File: src/rtl/rc5_core.sv
// RC5 block cipher core: one full round per clock, encrypt and decrypt,
// with a writable expanded-key S-table and a valid/ready result handshake.
module rc5_core #(
  parameter int W          = 32,
  parameter int MAX_ROUNDS = 12,
  localparam int T         = 2 * MAX_ROUNDS + 2,
  localparam int AW        = $clog2(T)
) (
  input  logic            clk,
  input  logic            rst,
  input  logic            s_we,
  input  logic [AW-1:0]   s_addr,
  input  logic [W-1:0]    s_wdata,
  input  logic            in_valid,
  output logic            in_ready,
  input  logic            in_mode,
  input  logic [7:0]      in_rounds,
  input  logic [2*W-1:0]  in_data,
  output logic            out_valid,
  input  logic            out_ready,
  output logic [2*W-1:0]  out_data,
  output logic            out_err
);

  localparam int LGW = $clog2(W);
  localparam logic [7:0] MAXR   = 8'(MAX_ROUNDS);
  localparam logic [AW:0] T_LIM = (AW+1)'(T);

  typedef enum logic [1:0] {IDLE, WHITEN, ROUND, DONE} state_t;

  function automatic logic [W-1:0] rotl(input logic [W-1:0] x, input logic [LGW-1:0] n);
    logic [2*W-1:0] t;
    t = {x, x} << n;
    return t[2*W-1:W];
  endfunction

  function automatic logic [W-1:0] rotr(input logic [W-1:0] x, input logic [LGW-1:0] n);
    logic [2*W-1:0] t;
    t = {x, x} >> n;
    return t[W-1:0];
  endfunction

  state_t         state_q;
  logic [W-1:0]   s_q [T];
  logic [W-1:0]   a_q, b_q;
  logic [7:0]     idx_q, rounds_q;
  logic           mode_q, err_q;
  logic           out_valid_q, out_err_q;
  logic [2*W-1:0] out_data_q;

  logic [AW-1:0]  ka, kb;
  logic [W-1:0]   ke, ko;
  logic [W-1:0]   enc_a, enc_b, dec_a, dec_b;
  logic [W-1:0]   rnd_a_d, rnd_b_d, wht_a_d, wht_b_d;
  logic           wr_ok;

  assign in_ready  = (state_q == IDLE);
  assign out_valid = out_valid_q;
  assign out_data  = out_data_q;
  assign out_err   = out_err_q;

  // Round keys for the current index: S[2i] and S[2i+1]
  always_comb begin
    ka      = AW'({idx_q, 1'b0});
    kb      = {ka[AW-1:1], 1'b1};
    ke      = s_q[ka];
    ko      = s_q[kb];
    enc_a   = rotl(a_q ^ b_q, b_q[LGW-1:0]) + ke;
    enc_b   = rotl(b_q ^ enc_a, enc_a[LGW-1:0]) + ko;
    dec_b   = rotr(b_q - ko, a_q[LGW-1:0]) ^ a_q;
    dec_a   = rotr(a_q - ke, dec_b[LGW-1:0]) ^ dec_b;
    rnd_a_d = mode_q ? dec_a : enc_a;
    rnd_b_d = mode_q ? dec_b : enc_b;
    wht_a_d = mode_q ? (a_q - s_q[0]) : (a_q + s_q[0]);
    wht_b_d = mode_q ? (b_q - s_q[1]) : (b_q + s_q[1]);
  end

  // Key table only changes while no operation is consuming it
  assign wr_ok = (state_q == IDLE) || (state_q == DONE);

  always_ff @(posedge clk) begin
    if (rst && s_we && wr_ok && ({1'b0, s_addr} < T_LIM))
      s_q[s_addr] <= s_wdata;
  end

  always_ff @(posedge clk) begin
    if (!rst) begin
      state_q     <= IDLE;
      out_valid_q <= 1'b0;
      out_err_q   <= 1'b0;
      out_data_q  <= '0;
      idx_q       <= '0;
      err_q       <= 1'b0;
    end else begin
      case (state_q)
        IDLE: begin
          if (in_valid) begin
            mode_q   <= in_mode;
            rounds_q <= in_rounds;
            a_q      <= in_data[W-1:0];
            b_q      <= in_data[2*W-1:W];
            err_q    <= (in_rounds > MAXR);
            // Decrypt walks the rounds first; errors pass through WHITEN untouched
            if (in_mode && in_rounds != 8'd0 && in_rounds <= MAXR) begin
              idx_q   <= in_rounds;
              state_q <= ROUND;
            end else begin
              idx_q   <= 8'd1;
              state_q <= WHITEN;
            end
          end
        end
        WHITEN: begin
          if (err_q) begin
            out_data_q  <= {b_q, a_q};
            out_err_q   <= 1'b1;
            out_valid_q <= 1'b1;
            state_q     <= DONE;
          end else begin
            a_q <= wht_a_d;
            b_q <= wht_b_d;
            if (mode_q || rounds_q == 8'd0) begin
              out_data_q  <= {wht_b_d, wht_a_d};
              out_err_q   <= 1'b0;
              out_valid_q <= 1'b1;
              state_q     <= DONE;
            end else begin
              state_q <= ROUND;
            end
          end
        end
        ROUND: begin
          a_q <= rnd_a_d;
          b_q <= rnd_b_d;
          if (mode_q) begin
            if (idx_q == 8'd1) state_q <= WHITEN;
            else               idx_q   <= idx_q - 8'd1;
          end else if (idx_q == rounds_q) begin
            out_data_q  <= {rnd_b_d, rnd_a_d};
            out_err_q   <= 1'b0;
            out_valid_q <= 1'b1;
            state_q     <= DONE;
          end else begin
            idx_q <= idx_q + 8'd1;
          end
        end
        DONE: begin
          if (out_ready) begin
            out_valid_q <= 1'b0;
            state_q     <= IDLE;
          end
        end
        default: state_q <= IDLE;
      endcase
    end
  end

endmodule

File: config.mk
export PLATFORM = sky130hd
export DESIGN_NAME = rc5_core
export DESIGN_NICKNAME = d
export VERILOG_FILES = /design/src/rtl/rc5_core.sv
export SDC_FILE = /design/constraint.sdc
export NUM_CORES = 2
export LEC_CHECK = 0
export CAP_MARGIN = 15
export CORE_MARGIN = 3
export CORE_UTILIZATION = 57
export DETAILED_ROUTE_END_ITERATION = 10
export HOLD_SLACK_MARGIN = 0.05
export PLACE_DENSITY = 0.82
export SYNTH_ARGS = -nofsm -noshare
export SYNTH_HDL_FRONTEND = slang
export SYNTH_SLANG_ARGS = --single-unit
File: constraint.sdc
create_clock -name clk -period 12.7 [get_ports clk]
set_input_delay 2.54 -clock clk [delete_from_list [all_inputs] [get_ports clk]]
set_output_delay 2.54 -clock clk [all_outputs]
set_load 0.05 [all_outputs]
Word-level counts from Yosys, hierarchy flattened
Memory sizes are Yosys's and may differ from the RTL's. A register that Yosys moved wholly into a read port is not among the register bits.
Index checks and enable logic that the tools add are counted.

storage, ports and cells
  register bits after elaboration = 150
  latch bits = 0
  bits in writable memories = 832
  bits in read-only memories = 0
  input port bits = 115
  output and inout port bits = 67
  memories kept = 1

cells by class
  add/sub/neg operators = 10
  multiply operators = 0
  div/mod/pow operators = 0
  $lt $le $gt $ge = 3
  equality and inequality tests = 15
  shifts and indexed selects = 4
  muxes and demuxes = 47
  bitwise gates (word level) = 4
  reductions and logical operators = 21

memories
  memory  words  width  rd ports  clocked after memory_dff  wr ports  line  RTL
  s_q     26     32     4         2                         1         44    logic [W-1:0] s_q [T];

operators with widths
  operator                                                                           number
  32-bit 2-to-1 mux                                                                  8
  64-bit 2-to-1 mux                                                                  4
  32-bit case mux with 3 select lines                                                2
  32-bit adder                                                                       4
  64-bit case mux with 2 select lines                                                1
  64-bit by 5-bit << shifter with 64-bit output                                      2
  64-bit by 5-bit >> shifter with 32-bit output                                      2
  32-bit subtractor                                                                  4
  32-bit bitwise XOR                                                                 4
  8-bit 2-to-1 mux                                                                   5
  5-bit 2-to-1 mux                                                                   4
  8-bit case mux with 2 select lines                                                 1
  4-bit AND reduction                                                                4
  3-bit != test (second input constant)                                              5
  1-bit 2-to-1 mux                                                                   13
  2-bit 2-to-1 mux                                                                   6
  2-bit != test (second input constant)                                              5
  8-bit by 1-bit adder with 8-bit output (second input constant)                     1
  8-bit by 1-bit == test with 1-bit output (second input constant)                   1
  8-bit == test                                                                      1
  8-bit by 4-bit greater-than comparator with 1-bit output (second input constant)   1
  8-bit by 4-bit less-or-equal comparator with 1-bit output (second input constant)  1
  8-bit zero test                                                                    1
  2-bit case mux with 4 select lines                                                 1
  15 further kinds                                                                   23

Depth between registers and ports, before layout
  word-level depth = 10
  gate-level depth with buffers = 54
  mapped depth without buffers = 49

Worst setup path after synthesis
OpenSTA, ideal clock, no wires.

  path kind = input to register
  from = input rst
  to = register a_q[0] (enable)
  arrival = 12.863 ns
  required time = 11.873 ns
  setup slack = -0.990 ns
  cell stages on the path = 3
  path buffers = 1
  path through = clkbuf_1 > inv_1 > a2111oi_0

between the ends
  longest elaborated chain between the ends = 1

RTL lines
  item                           line  RTL
  from (decl)                    10    input logic rst,
  4-bit AND reduction (no line)  n/a
  to (signal assigned)           100   a_q <= in_data[W-1:0];
  to (signal assigned)           120   a_q <= wht_a_d;
  to (signal assigned)           133   a_q <= rnd_a_d;
  to (decl)                      45    logic [W-1:0] a_q, b_q;

No other way between the ends.
A chain may end at the register's enable or synchronous reset.

Final worst setup path
  from = register b_q[10]
  to = register b_q[31] (data pin)

between the ends
  longest elaborated chain between the ends = 8
  elaborated cells on any way between the ends = 15
  those cells by class = add/sub: 5; shift: 3; mux: 4; bitwise: 3

RTL lines
  item                                           line  RTL
  from (decl)                                    45
  from (signal assigned)                         101   b_q <= in_data[2*W-1:W];
  from (signal assigned)                         121   b_q <= wht_b_d;
  from (signal assigned)                         134   b_q <= rnd_b_d;
  32-bit bitwise XOR                             68    enc_a = rotl(a_q ^ b_q, b_q[LGW-1:0]) + ke;
  64-bit by 5-bit << shifter with 64-bit output  33    t = {x, x} << n;
  32-bit adder                                   68
  32-bit bitwise XOR                             69    enc_b = rotl(b_q ^ enc_a, enc_a[LGW-1:0]) + ko;
  64-bit by 5-bit << shifter with 64-bit output  33
  32-bit adder                                   69
  32-bit 2-to-1 mux                              73    rnd_b_d = mode_q ? dec_b : enc_b;
  32-bit case mux with 3 select lines *          95    case (state_q)

Every way passes the cells marked *; elsewhere a longest branch is shown, timed or not. The select of a mux whose other input is x is not followed.

==> flow_summary.toml <==
[clock_tree]
clock-sinks = 986
clock_latency_ns = 0.73
ctsLongestPathBuffers = 3
path_clk_slew_ns = 0.07
hold_buffers = 0
root_buffer = "clkbuf_16"
cts_tree = "done"
cts_max_level = 3
cts_buffers = 99

[sta]
final-max-slew-violation-count = 0
slew_headroom_pct = 13.4
min_period_ns = 11.84
fin_setup_tns_ns = 0
finalCritPeriodShare_pct = 93.2
worstMarginPinSlew_ns = 1.29
hold_viol_final = 0
clock_skew_ns = 0.0781
rsz0062_at_grt = "no"
holdWs_ns = 0.457
setup_viol = 0
fmax_mhz = 84.4

[layout]
final_common_cell = "edfxtp_1"
layout-drive-gt1-share_pct = 12.8
layout_common_cells = "905 x edfxtp_1, 583 x nor2_1, 409 x nand2_1, 400 x a21oi_1, 258 x mux4_2"
final_area_um2 = 69100
fin_nets = 6013
finish.utilization_pct = 64.1
area_delta_synth_final_pct = 11.0
final.fill_count = 7937

[logic_synthesis]
synthCells = 5615
seq_area_frac_synth_pct = 46.3
syn-num-nets = 5936
synthArstFlopShare_pct = 0
synth_edf_count = 905
postSynthAreaPerCell_um2 = 11.1
synth.distinct_cells = 111
ys_seq_elements = 986
ys_warn_count = 0
synth-main-ff-cell = "edfxtp_1"
synth_area_um2 = 62300

[min_path]
hold_path_class = "register to register"

[route]
wire_per_inst_um = 36.9
drc = 0
drt_pre_antenna_iters = 11
ant_nets = 0
drtIter0Drc = 8897
vias = 53260
viasPerCell = 7.41
drt-total-wl_mm = 265

[global_route]
grt_usage_pct = 45.9
grt_pass1_vias = 48760
grt_overflow = 0
grt_first_pass_wirelength_mm = 368
antenna_found_initial = 19
grt_max_degree = 81

[die]
core_um2 = 108000
start_util_pct = 57.8
rows = 120
die_area_um2 = 113000
die_h_um = 337
die_w_um = 337
ios = 182

[critical_path]
required_ns = 13.23
startpoint_type = "register"
crit_type = "register to register"
critPathSlowestCell = "edfxtp_1"
cp-end-kind = "register"
crit_path_frequent_cell = "a21oi_1"
path_max_fanout = 6
cp.arrival_ns = 12.37
critPathMaxStageDelay_ns = 0.71

[placement]
dp_hpwl_mm = 188
post_dp_cell_area_um2 = 65800
finalWeightedCongestion = 1.12
numPortBuffers = 181

[job]
cap_violations = 0

[outcome]
outcome = "completed"
-- worst paths after layout --
kind / endpoint / cells past startpoint / start / slack, ns
worst max-delay path: b_q[31] / 45 / b_q[10] / 0.86
worst min-delay path: out_data[42] / 2 / out_data[42] / 0.46
worst max register to register: b_q[31] / 45 / b_q[10] / 0.86
worst min register to register: out_data[42] / 2 / out_data[42] / 0.46
-- kinds of logic after synthesis --
kind of cell	share of synthesized area, %
buffers and inverters	3.13
multiplexers	14.0
AO/OA/AOI/OAI	15.5
XOR/XNOR	5.04
flip-flops	46.3
adder cells (fa/ha/maj)	4.21
AND/OR/NAND/NOR	11.9
-- cell type report --
class,instances,area [um2],area share [%]
Tap cell,1403,1760,2.54
Clock inverter,60,627,0.907
Inverter,155,584,0.845
Multi-Input combinational cell,4133,31800,46.0
Timing Repair Buffer,317,2890,4.17
Antenna cell,4,10.0,0.0145
Sequential cell,986,28800,41.7
Clock buffer,125,2640,3.82
-- worst max-delay path: cells and delay by family, from the launching register on --
family | cells | cell delay [ns]
simple gates | 8 | 1.27
flops | 1 | 0.71
xor+xnor | 3 | 0.78
buf+inv | 2 | 0.46
compound gates | 24 | 5.96
fa+ha+maj | 2 | 0.66
mux | 6 | 1.82
-- flip-flops by register name, summed over array words and instances, names as in the netlist, named ones only --
name and flops:
mode_q 1, a_q 32, s_q 832, b_q 32
out_data 64, rounds_q 8, err_q 1, out_err 1
out_valid 1, idx_q 8, state_q 2
-- per-stage QoR --
step / setup WS (ns) / cells
final: 0.859 / 7183
after global routing: 0.120 / 7181
after CTS: 0.894 / 7173
after detailed placement: 1.03 / 6988
after global placement: 1.17 / 6988
after floorplan: 1.37 / 5615
-- repair_timing --
item,4_1_cts,5_1_grt
setup buffers,0,0
gates resized for setup,0,3
endpoints found under the setup margin,0,2
-- synthesized netlist by cell type, drive strengths merged, types with 47 or more instances --
cell / n / area share, %
a31oi: 72 / 0.73
inv: 152 / 0.92
ha: 200 / 4.0
o21ai: 277 / 2.2
a211oi: 105 / 1.3
nor2: 613 / 3.7
dfxtp: 81 / 2.6
mux4: 258 / 9.3
a21oi: 408 / 3.3
nor3: 119 / 0.96
nand3: 74 / 0.59
nor2b: 75 / 0.75
clkbuf: 241 / 1.5
nand2b: 77 / 0.77
xnor2: 187 / 2.6
mux2i: 236 / 3.8
xor2: 126 / 1.8
a31o: 47 / 0.66
o211ai: 51 / 0.62
edfxtp: 905 / 44
buf: 100 / 0.74
a21o: 73 / 0.88
nand2: 410 / 2.5
-- metal layers --
layer  wire length (um)  vias to the layer above  part of all wire (%)  track usage, %
met5                 92                        -                 0.035               0
met4              23600                       10                   8.9            31.7
met3              36400                      938                    14            12.1
met2             115000                     4829                    43            68.9
met1              90400                    25799                    34            58.6
li1                   -                    21684                     -               -
Power is not shown: default switching activity piles up to over one toggle a cycle in this logic, so the estimate is an artifact.
